**src/rtl/cw_mem_responder_if.sv**
```systemverilog
// rtl/cw_mem_responder_if.sv - CW bus signal bundle between core initiator and memory responder
interface cw_mem_responder_if;
  logic        cw_req;
  logic        cw_dir;
  logic [15:0] cw_io_i;
  logic [15:0] cw_io_o;
  logic        cw_io_oe;
  logic        cw_ack;
  logic        cw_err;

  modport master (
    output cw_req, cw_dir, cw_io_i,
    input  cw_io_o, cw_io_oe, cw_ack, cw_err
  );

  modport slave (
    input  cw_req, cw_dir, cw_io_i,
    output cw_io_o, cw_io_oe, cw_ack, cw_err
  );
endinterface

```
**src/rtl/cw_mem_responder.sv**
```systemverilog
// rtl/cw_mem_responder.sv - CW bus memory responder over a synchronous single-port memory
// Optional start/end address window rejection is compiled in with CW_RESP_ERR_EN.
module cw_mem_responder #(
  parameter int unsigned MEM_AW     = 12,
  parameter logic [23:0] ADDR_BASE  = 24'h000000,
  parameter logic [23:0] ADDR_LIMIT = 24'hffffff
) (
  input  logic              i_clk,
  input  logic              i_rst,
  cw_mem_responder_if.slave cw,
  output logic [MEM_AW-1:0] mem_addr,
  output logic              mem_re,
  input  logic [15:0]       mem_rdata,
  output logic              mem_we,
  output logic [15:0]       mem_wdata
);

  localparam logic [1:0] OP_RD = 2'b01;
  localparam logic [1:0] OP_WR = 2'b10;

  typedef enum logic [3:0] {
    S_IDLE, S_ADDR, S_HACK, S_RD_DIR, S_RD_ACK, S_RD_GAP, S_WR_DATA, S_WR_GAP, S_DONE
  } state_t;

  state_t      state_q;
  logic [1:0]  op_q;
  logic [2:0]  len_q;
  logic [2:0]  cnt_q;
  logic [23:0] addr_q;
  logic [15:0] rd_hold_q;
  logic        ack_q;
  logic        err_q;
  logic        we_q;

  logic range_bad;
  logic op_valid;
  logic last_word;
  logic rd_abort;

`ifdef CW_RESP_ERR_EN
  logic [23:0] start_addr;
  logic [24:0] end_addr;

  // Evaluated in ADDR, where the low address half is still on cw_io_i.
  always_comb begin
    start_addr = {addr_q[23:16], cw.cw_io_i};
    end_addr   = {1'b0, start_addr} + {22'd0, len_q};
    range_bad  = (start_addr < ADDR_BASE) || (start_addr > ADDR_LIMIT) ||
                 (end_addr > {1'b0, ADDR_LIMIT});
  end

  assign cw.cw_err = err_q;
`else
  assign range_bad = 1'b0;
  assign cw.cw_err = 1'b0;

  if (ADDR_BASE > ADDR_LIMIT) begin : g_empty_window
  end
`endif

  assign op_valid  = (op_q == OP_RD) || (op_q == OP_WR);
  assign last_word = (cnt_q == len_q);
  assign rd_abort  = !cw.cw_req || !cw.cw_dir;

  always_ff @(posedge i_clk or posedge i_rst) begin
    if (i_rst) begin
      state_q   <= S_IDLE;
      op_q      <= '0;
      len_q     <= '0;
      cnt_q     <= '0;
      addr_q    <= '0;
      rd_hold_q <= '0;
      ack_q     <= 1'b0;
      err_q     <= 1'b0;
      we_q      <= 1'b0;
    end else begin
      // Strobes are set on entry to the state that presents them.
      ack_q <= 1'b0;
      err_q <= 1'b0;
      we_q  <= 1'b0;
      unique case (state_q)
        S_IDLE: begin
          if (cw.cw_req) begin
            op_q          <= cw.cw_io_i[5:4];
            len_q         <= cw.cw_io_i[2:0];
            addr_q[23:16] <= cw.cw_io_i[15:8];
            cnt_q         <= '0;
            state_q       <= S_ADDR;
          end
        end
        S_ADDR: begin
          if (!cw.cw_req) begin
            state_q <= S_IDLE;
          end else begin
            addr_q[15:0] <= cw.cw_io_i;
            state_q      <= S_HACK;
            if (range_bad)     err_q <= 1'b1;
            else if (op_valid) ack_q <= 1'b1;
          end
        end
        S_HACK: begin
          if (!cw.cw_req)                state_q <= S_IDLE;
          else if (err_q || !op_valid)   state_q <= S_DONE;
          else if (op_q == OP_RD)        state_q <= S_RD_DIR;
          else begin
            ack_q   <= 1'b1;
            we_q    <= 1'b1;
            state_q <= S_WR_DATA;
          end
        end
        S_RD_DIR: begin
          if (!cw.cw_req) begin
            state_q <= S_IDLE;
          end else if (cw.cw_dir) begin
            ack_q   <= 1'b1;
            state_q <= S_RD_ACK;
          end
        end
        S_RD_ACK: begin
          if (rd_abort) begin
            state_q <= S_IDLE;
          end else begin
            rd_hold_q <= mem_rdata;
            addr_q    <= addr_q + 24'd1;
            cnt_q     <= cnt_q + 3'd1;
            state_q   <= last_word ? S_DONE : S_RD_GAP;
          end
        end
        S_RD_GAP: begin
          if (rd_abort) begin
            state_q <= S_IDLE;
          end else begin
            ack_q   <= 1'b1;
            state_q <= S_RD_ACK;
          end
        end
        S_WR_DATA: begin
          if (!cw.cw_req) begin
            state_q <= S_IDLE;
          end else begin
            addr_q  <= addr_q + 24'd1;
            cnt_q   <= cnt_q + 3'd1;
            state_q <= last_word ? S_DONE : S_WR_GAP;
          end
        end
        S_WR_GAP: begin
          if (!cw.cw_req) begin
            state_q <= S_IDLE;
          end else begin
            ack_q   <= 1'b1;
            we_q    <= 1'b1;
            state_q <= S_WR_DATA;
          end
        end
        S_DONE: begin
          if (!cw.cw_req && !cw.cw_dir) state_q <= S_IDLE;
        end
        default: state_q <= S_IDLE;
      endcase
    end
  end

  // Read strobes are combinational so memory data lands in the RD_ACK cycle.
  assign mem_re    = cw.cw_req && cw.cw_dir && ((state_q == S_RD_DIR) || (state_q == S_RD_GAP));
  assign mem_we    = we_q;
  assign mem_wdata = (state_q == S_WR_DATA) ? cw.cw_io_i : 16'h0000;
  assign mem_addr  = addr_q[MEM_AW-1:0];

  assign cw.cw_ack   = ack_q;
  assign cw.cw_io_oe = cw.cw_dir &&
                       ((state_q == S_RD_DIR) || (state_q == S_RD_ACK) || (state_q == S_RD_GAP));
  assign cw.cw_io_o  = (state_q == S_RD_ACK) ? mem_rdata :
                       (state_q == S_IDLE)   ? 16'h0000  : rd_hold_q;

endmodule

```
**src/flat_wrapper.sv**
```systemverilog
// flat-port wrapper written by rule: the top's interface ports become plain ports
module cw_mem_responder_flat 
#(
  parameter int unsigned MEM_AW     = 12,
  parameter logic [23:0] ADDR_BASE  = 24'h000000,
  parameter logic [23:0] ADDR_LIMIT = 24'hffffff
)
  (i_clk, i_rst, mem_addr, mem_re, mem_rdata, mem_we, mem_wdata, cw_cw_req, cw_cw_dir, cw_cw_io_i, cw_cw_io_o, cw_cw_io_oe, cw_cw_ack, cw_cw_err);
  cw_mem_responder_if cw_i ();
  input  logic i_clk;
  input  logic i_rst;
  output logic [MEM_AW-1:0] mem_addr;
  output logic mem_re;
  input  logic [15:0] mem_rdata;
  output logic mem_we;
  output logic [15:0] mem_wdata;
  input wire logic [$bits(cw_i.cw_req)-1:0] cw_cw_req;
  input wire logic [$bits(cw_i.cw_dir)-1:0] cw_cw_dir;
  input wire logic [$bits(cw_i.cw_io_i)-1:0] cw_cw_io_i;
  output wire logic [$bits(cw_i.cw_io_o)-1:0] cw_cw_io_o;
  output wire logic [$bits(cw_i.cw_io_oe)-1:0] cw_cw_io_oe;
  output wire logic [$bits(cw_i.cw_ack)-1:0] cw_cw_ack;
  output wire logic [$bits(cw_i.cw_err)-1:0] cw_cw_err;
  assign cw_i.cw_req = cw_cw_req;
  assign cw_i.cw_dir = cw_cw_dir;
  assign cw_i.cw_io_i = cw_cw_io_i;
  assign cw_cw_io_o = cw_i.cw_io_o;
  assign cw_cw_io_oe = cw_i.cw_io_oe;
  assign cw_cw_ack = cw_i.cw_ack;
  assign cw_cw_err = cw_i.cw_err;
  cw_mem_responder #(.MEM_AW(MEM_AW), .ADDR_BASE(ADDR_BASE), .ADDR_LIMIT(ADDR_LIMIT)) u_core (.i_clk(i_clk), .i_rst(i_rst), .cw(cw_i), .mem_addr(mem_addr), .mem_re(mem_re), .mem_rdata(mem_rdata), .mem_we(mem_we), .mem_wdata(mem_wdata));
endmodule
```
**config.mk**
```make
export PLATFORM = sky130hd
export DESIGN_NAME = cw_mem_responder_flat
export DESIGN_NICKNAME = d
export VERILOG_FILES = /design/src/rtl/cw_mem_responder_if.sv /design/src/rtl/cw_mem_responder.sv /design/src/flat_wrapper.sv
export SDC_FILE = /design/constraint.sdc
export NUM_CORES = 1
export LEC_CHECK = 0
export ABC_CLOCK_PERIOD_IN_PS = 2050
export BUFFER_PORTS_ARGS = -buffer_cell sky130_fd_sc_hd__buf_2
export CELL_PAD_IN_SITES_DETAIL_PLACEMENT = 1
export CELL_PAD_IN_SITES_GLOBAL_PLACEMENT = 1
export CORE_MARGIN = 2
export CORE_UTILIZATION = 39
export CTS_BUF_LIST = sky130_fd_sc_hd__clkbuf_2 sky130_fd_sc_hd__clkbuf_4 sky130_fd_sc_hd__clkbuf_8
export CTS_CLUSTER_SIZE = 12
export DETAILED_ROUTE_END_ITERATION = 10
export PLACE_DENSITY = 0.88
export SYNTH_ARGS = -nofsm -noshare
export SYNTH_HDL_FRONTEND = slang
export SYNTH_SLANG_ARGS = --single-unit
```
**constraint.sdc**
```tcl
create_clock -name i_clk -period 2.05 [get_ports i_clk]
set_clock_uncertainty 0.05 [all_clocks]
set_input_delay 0.41 -clock i_clk [delete_from_list [all_inputs] [get_ports i_clk]]
set_output_delay 0.41 -clock i_clk [all_outputs]
set_load 0.05 [all_outputs]
```
==> After elaboration in Yosys (flattened, before gate mapping) <==
Index checks and enable logic that the tools add are counted.
{ "word_totals": {"reg_bits": 54, "latch_bits": 0, "ram_bits": 0, "romBits": 0, "input_bits": 36, "output_inout_bits": 49, "elab_cells": 87, "memories": 0} }
{ "op_classes": {"addsub": 2, "multipliers": 0, "div_mod_pow": 0, "n_lt_le_gt_ge": 0, "eq_ne": 17, "shift": 0, "muxes": 39, "bitwise_logic": 1, "n_reduce_logical": 19} }
{ "op_table": {"columns": ["op", "n"], "rows": [
  ["2-to-1 mux 16 bit", 4],
  ["2-to-1 mux 24 bit", 2],
  ["one-hot mux 16 bit (3 select lines)", 1],
  ["2-to-1 mux 4 bit", 10],
  ["one-hot mux 4 bit (9 select lines)", 1],
  ["adder 24 x 1 -> 24 bit, second input constant", 1],
  ["one-hot mux 8 bit (3 select lines)", 1],
  ["2-to-1 mux 3 bit", 6],
  ["== test 4 x 3 -> 1 bit, second input constant", 4],
  ["2-to-1 mux 1 bit", 9],
  ["one-hot mux 3 bit (3 select lines)", 1],
  ["== test 4 x 2 -> 1 bit, second input constant", 2],
  ["2-to-1 mux 8 bit", 1],
  ["!= test 2 bit, second input constant", 4],
  ["AND reduction 4 bit", 2],
  ["nonzero test 3 bit", 2],
  ["logical OR 1 bit", 5],
  ["one-hot mux 1 bit (5 select lines)", 1],
  ["== test 4 x 1 -> 1 bit, second input constant", 1],
  ["== test 4 bit, second input constant", 1],
  ["logical AND 1 bit", 4],
  ["zero test 4 bit", 1],
  ["AND reduction 2 bit", 2],
  ["adder 3 x 1 -> 3 bit, second input constant", 1],
  ["other kinds (10)", 11]
]} }

==> Depth between registers and ports, before layout <==
{ "logic_depth": {"word_depth": 5, "depth_mapped": 7, "depth_no_buf": 6} }

==> Worst setup path before layout <==
Ideal clock, no wire load.
{ "synth_path": {"path_type": "register to output", "from": "reg u_core.state_q[1]", "to": "out mem_re", "t_arrival_ps": 2149, "setup_slack_ps": -559, "path_stages_with_launch": 6, "path_buffers": 3, "path_cell_list": "dfrtp_1 -> buf_4 -> buf_1 -> clkbuf_1 -> xnor2_1 -> nor3_1"} }
{ "synth_between": {"elab_chain_cells": 3, "word_cells_on_any_way": 4} }
{ "synth_rtl": {"columns": ["item", "line_no", "source"], "rows": [
  ["start: declaration", "cw_mem_responder.sv:25", "state_t state_q;"],
  ["start signal: assignment", "cw_mem_responder.sv:126", "state_q <= last_word ? S_DONE : S_RD_GAP;"],
  ["start signal: assignment", "cw_mem_responder.sv:143", "state_q <= last_word ? S_DONE : S_WR_GAP;"],
  ["== test 4 x 2 -> 1 bit / == test 4 x 3 -> 1 bit (equally long branches)", "cw_mem_responder.sv:164", "assign mem_re = cw.cw_req && cw.cw_dir && ((state_q == S_RD_DIR) || (state_q == S_RD_GAP));"],
  ["logical OR 1 bit (*)", "cw_mem_responder.sv:164", null],
  ["logical AND 1 bit (*)", "cw_mem_responder.sv:164", null],
  ["end: declaration", "flat_wrapper.sv:13", "output logic mem_re;"]
]} }
Mark *: on every way between the ends. The rest lies on a longest branch, timed or not.

==> Worst setup path after layout <==
{ "layout_path": {"from": "reg u_core.state_q[0]", "to": "out cw_cw_io_o[11]"} }
{ "layout_between": {"elab_chain_cells": 3, "word_cells_on_any_way": 4} }
{ "layout_rtl": {"columns": ["item", "line_no", "source"], "rows": [
  ["zero test 4 bit", "cw_mem_responder.sv:173", "(state_q == S_IDLE) ? 16'h0000 : rd_hold_q;"],
  ["2-to-1 mux 16 bit", "cw_mem_responder.sv:173", null],
  ["2-to-1 mux 16 bit (*)", "cw_mem_responder.sv:172", "assign cw.cw_io_o = (state_q == S_RD_ACK) ? mem_rdata :"],
  ["end: declaration", "flat_wrapper.sv:20", "output wire logic [$bits(cw_i.cw_io_o)-1:0] cw_cw_io_o;"]
]} }
Marks and branches as above.

==> results by group <==
Global route
  – Grt total ovfl: 0
  – Initial antenna violation count: 0
  – Number of global-route vias before repair: 2782
  – Largest net degree at the start of global routing: 43
  – First-pass GRT wire length: 13800 microns
  – GRT Util Overall: 23.3%

STA
  – Fmax: 0.472 GHz
  – Slack of the critical path: -0.0695 ns
  – Hold Fails Final Rpt: 0
  – Slew at the pin closest to its max-slew limit: 0.546 ns
  – Post-route setup TNS: -0.680 ns
  – Slew headroom: 63.6%
  – Slew Viols, Final: 0
  – Setup-failing EPs final: 34
  – Crit share post-route: 103%
  – Min Tclk post-route: 2.12 ns
  – Final hold slack: 0.186 ns
  – Unrepaired setup endpoints after global routing: yes

Yosys
  – Syn nets: 335
  – Synth unique cells: 52
  – Async S/R FF share, synth: 100%
  – Post-synth EDFFs: 0
  – #FFs+latches synth: 42
  – Largest family of logic cells by synthesized area: simple AND/OR/NAND/NOR gates
  – Avg Inst Size Synth: 9.02 sq um
  – Cells after Synth: 295
  – Synth Area in Adders: 1.88%
  – Post-Synth XOR/XNOR Area: 1.32%
  – Top FF cell, synth: dfrtp_1
  – Yosys warnings: 0
  – Compound-Gate Fraction of Synth Area: 15.1%
  – Simple-gate share of the synthesized area: 26.7%
  – Multiplexer share of the synthesized area: 9.60%
  – Synthesized area: 2660 sq um
  – Sequential share of the synthesized area: 39.5%

Clocking
  – Htree depth: 2
  – Clock Sinks: 42
  – CTS Buffer Depth: 2
  – Post-CTS Hold Buffers: 0
  – Total CTS buffers: 5
  – Clock insertion delay at the later pin of the skew report: 0.30 ns
  – Worst-path clk slew: 0.08 ns
  – CTS tree: built
  – Clk root buf: clkbuf_8

Placed design
  – Placed insts: 448
  – IO buf count: 83
  – Dpl hpwl: 5620 microns
  – Final GP Congestion: 0.860
  – Post-Place Worst Slack: 0.0559 ns

Critical path
  – Worst Reg2Reg Path Length in Cells: 6
  – Reg-to-Reg Start: u_core.state_q[1]
  – CP max stage delay: 0.50 ns
  – FF-to-FF setup slack: 0.02 ns
  – Crit Path Max Fanout: 8
  – Setup CP Type: reg2out
  – Worst EP required: 1.59 ns
  – Crit start category: flip-flop
  – Worst Path Arrival: 1.66 ns
  – CP Cell Sequence: or3_4 > nand2_1 > nand2_2 > buf_8
  – Worst r2r dst: u_core.rd_hold_q[12]
  – CP endpoint kind: output pin
  – CP Launch Point: u_core.state_q[0]
  – Slowest stage cell, crit path: dfrtp_2

Layout
  – Filler Cells Inserted: 753
  – Non-filler cells, final: 468
  – Final Core Density: 57.6%
  – Ant. Diodes: 0
  – P&R area growth vs syn: 44.6%
  – Layout Nets: 427
  – Share of cells above drive strength 1: 49.5%

Die
  – Row Count: 30
  – Top Ports: 85
  – Die W: 86.6 microns
  – Initial Utilization: 39.8%
  – Die ar.: 7500 sq um
  – Die H: 86.6 microns
  – Core area: 6680 sq um

Power
  – P_int: 2.88 mW
  – Comb pwr share: 63.8%
  – Net Sw Frac: 50.8%
  – Switching pwr: 2.98 mW
  – Power Density: 1520 nW/um^2
  – Leakage power: 1.79 nW
  – Seq pwr share: 26.5%
  – VDD IR max: 0.000971 V
  – Power share of the clock group: 9.7%

Routing
  – Vias per cell: 5.76
  – Drt total wl: 8910 microns
  – Drt initial violations: 91
  – Drt first pass iters: 4
  – DRC: 0
  – Routed vias: 2694
  – Drt wl/cell: 19.0 microns
  – ANT nets after route: 0

Hold path
  – Worst Hold Class: in2async

Run status
  – Status: complete, but fails checks
  – Violated checks: negative setup slack

Job
  – Max cap viols: 0
## cells in the mapped netlist, types with 3 or more instances
library cell | count | area share, %
buf_4 | 3 | 0.85
nor2_1 | 7 | 0.99
a21oi_1 | 6 | 1.1
or3_1 | 3 | 0.71
nor4_1 | 3 | 0.71
inv_1 | 5 | 0.71
o22ai_1 | 4 | 0.94
ha_1 | 4 | 1.9
nand2b_1 | 4 | 0.94
o21ai_0 | 14 | 2.6
mux2_2 | 20 | 8.5
nor3b_1 | 3 | 0.85
a2bb2oi_1 | 6 | 2.0
xnor2_1 | 4 | 1.3
mux2i_1 | 3 | 1.1
a31oi_1 | 4 | 0.94
and3_1 | 18 | 4.2
a211oi_1 | 3 | 0.85
nand2_1 | 50 | 7.1
buf_2 | 8 | 1.5
nor3_1 | 8 | 1.5
clkbuf_1 | 10 | 1.4
o31ai_1 | 3 | 0.85
nand3_1 | 24 | 4.5
dfrtp_1 | 42 | 40
## cell type report
cell class	instances	area, sq um	share of cell area (%)
sequential	42	1060	27.5
clock buffer	6	82.6	2.15
clock inverter	2	12.5	0.325
timing repair buffer	109	937	24.4
multi-input combinational	223	1640	42.5
tap	80	100	2.60
inverter	6	22.5	0.586
## how the worst max path moves through the flow
stage	end	cells after the start	slack [ns]
2_1_floorplan	mem_re	5	-0.14
3_3_place_gp	mem_wdata[0]	4	0.10
3_5_place_dp	cw_cw_io_o[6]	4	0.06
4_1_cts	cw_cw_io_o[6]	4	-0.02
5_1_grt	cw_cw_io_o[11]	5	-0.13
6_report	cw_cw_io_o[11]	4	-0.07
## through the flow
step                power, mW  cell area, sq um
floorplan                3.76              2700
global placement         4.40              3220
detailed placement       4.52              3220
CTS                      5.42              3620
global route             6.18              3850
finish                   5.86              3850
## power groups by stage
stage / sequential (mW) / clock [mW] / combinational (mW)
finish: 1.55 / 0.566 / 3.74
floorplan: 1.82 / 0 / 1.94
global route: 1.60 / 0.614 / 3.97
detailed placement: 1.51 / 0 / 3.01
global placement: 1.48 / 0 / 2.92
CTS: 1.51 / 0.582 / 3.33
## layer usage
| metal | track usage [%] | wire length (microns) | vias to the layer above |
|---|---|---|---|
| li1 | - | - | 1248 |
| met1 | 29.2 | 3620 | 1352 |
| met2 | 41.7 | 4780 | 83 |
| met3 | 3.81 | 388 | 11 |
| met4 | 5.68 | 119 | 0 |
| met5 | 0 | 0 | - |
## logic make-up (layout without fill, tap and decap cells)
group	Yosys count	after routing
AOI/OAI and AO/OA	56	56
other	1	1
xor gates and xnor gates	4	4
buffers and inverters	31	123
and+or+nand+nor	134	135
adders and majority gates	4	4
DFF	42	42
muxes	23	23
## worst max-delay path: cells and delay by family, from the launching register on
family	cells	cell delay, ns
flops	1	0.50
simple gates	3	0.71
buf+inv	1	0.15
## sequential cells by signal, indices dropped and copies added (netlist names)
| register | cells |
|---|---|
| u_core.rd_hold_q | 16 |
| u_core.cnt_q | 3 |
| u_core.mem_we | 1 |
| u_core.cw.cw_ack | 1 |
| u_core.op_q | 2 |
| u_core.state_q | 4 |
| u_core.len_q | 3 |
| u_core.addr_q | 12 |
## repair_timing
item | CTS | global route
gates resized for setup | 65 | 60
pin swaps | 2 | 27
endpoints found under the setup margin | 34 | 36
gates cloned | 2 | 1
setup buffers | 8 | 1
## cell usage in the layout (no fill, tap or decap), types with 5 or more instances in the layout
cell       instances
inv_1              5
a21oi_1            6
and3_1            16
a2bb2oi_1          6
nor2_1             7
buf_2             49
nand3_2           12
nand2_1           24
buf_4             21
nor3_1             6
dfrtp_1           38
clkbuf_8           6
o21ai_0           14
nand3_1           12
mux2_2            20
buf_6             21
nand2_2           26
buf_8             15
No activity file was read; power rests on OpenSTA's default activity.
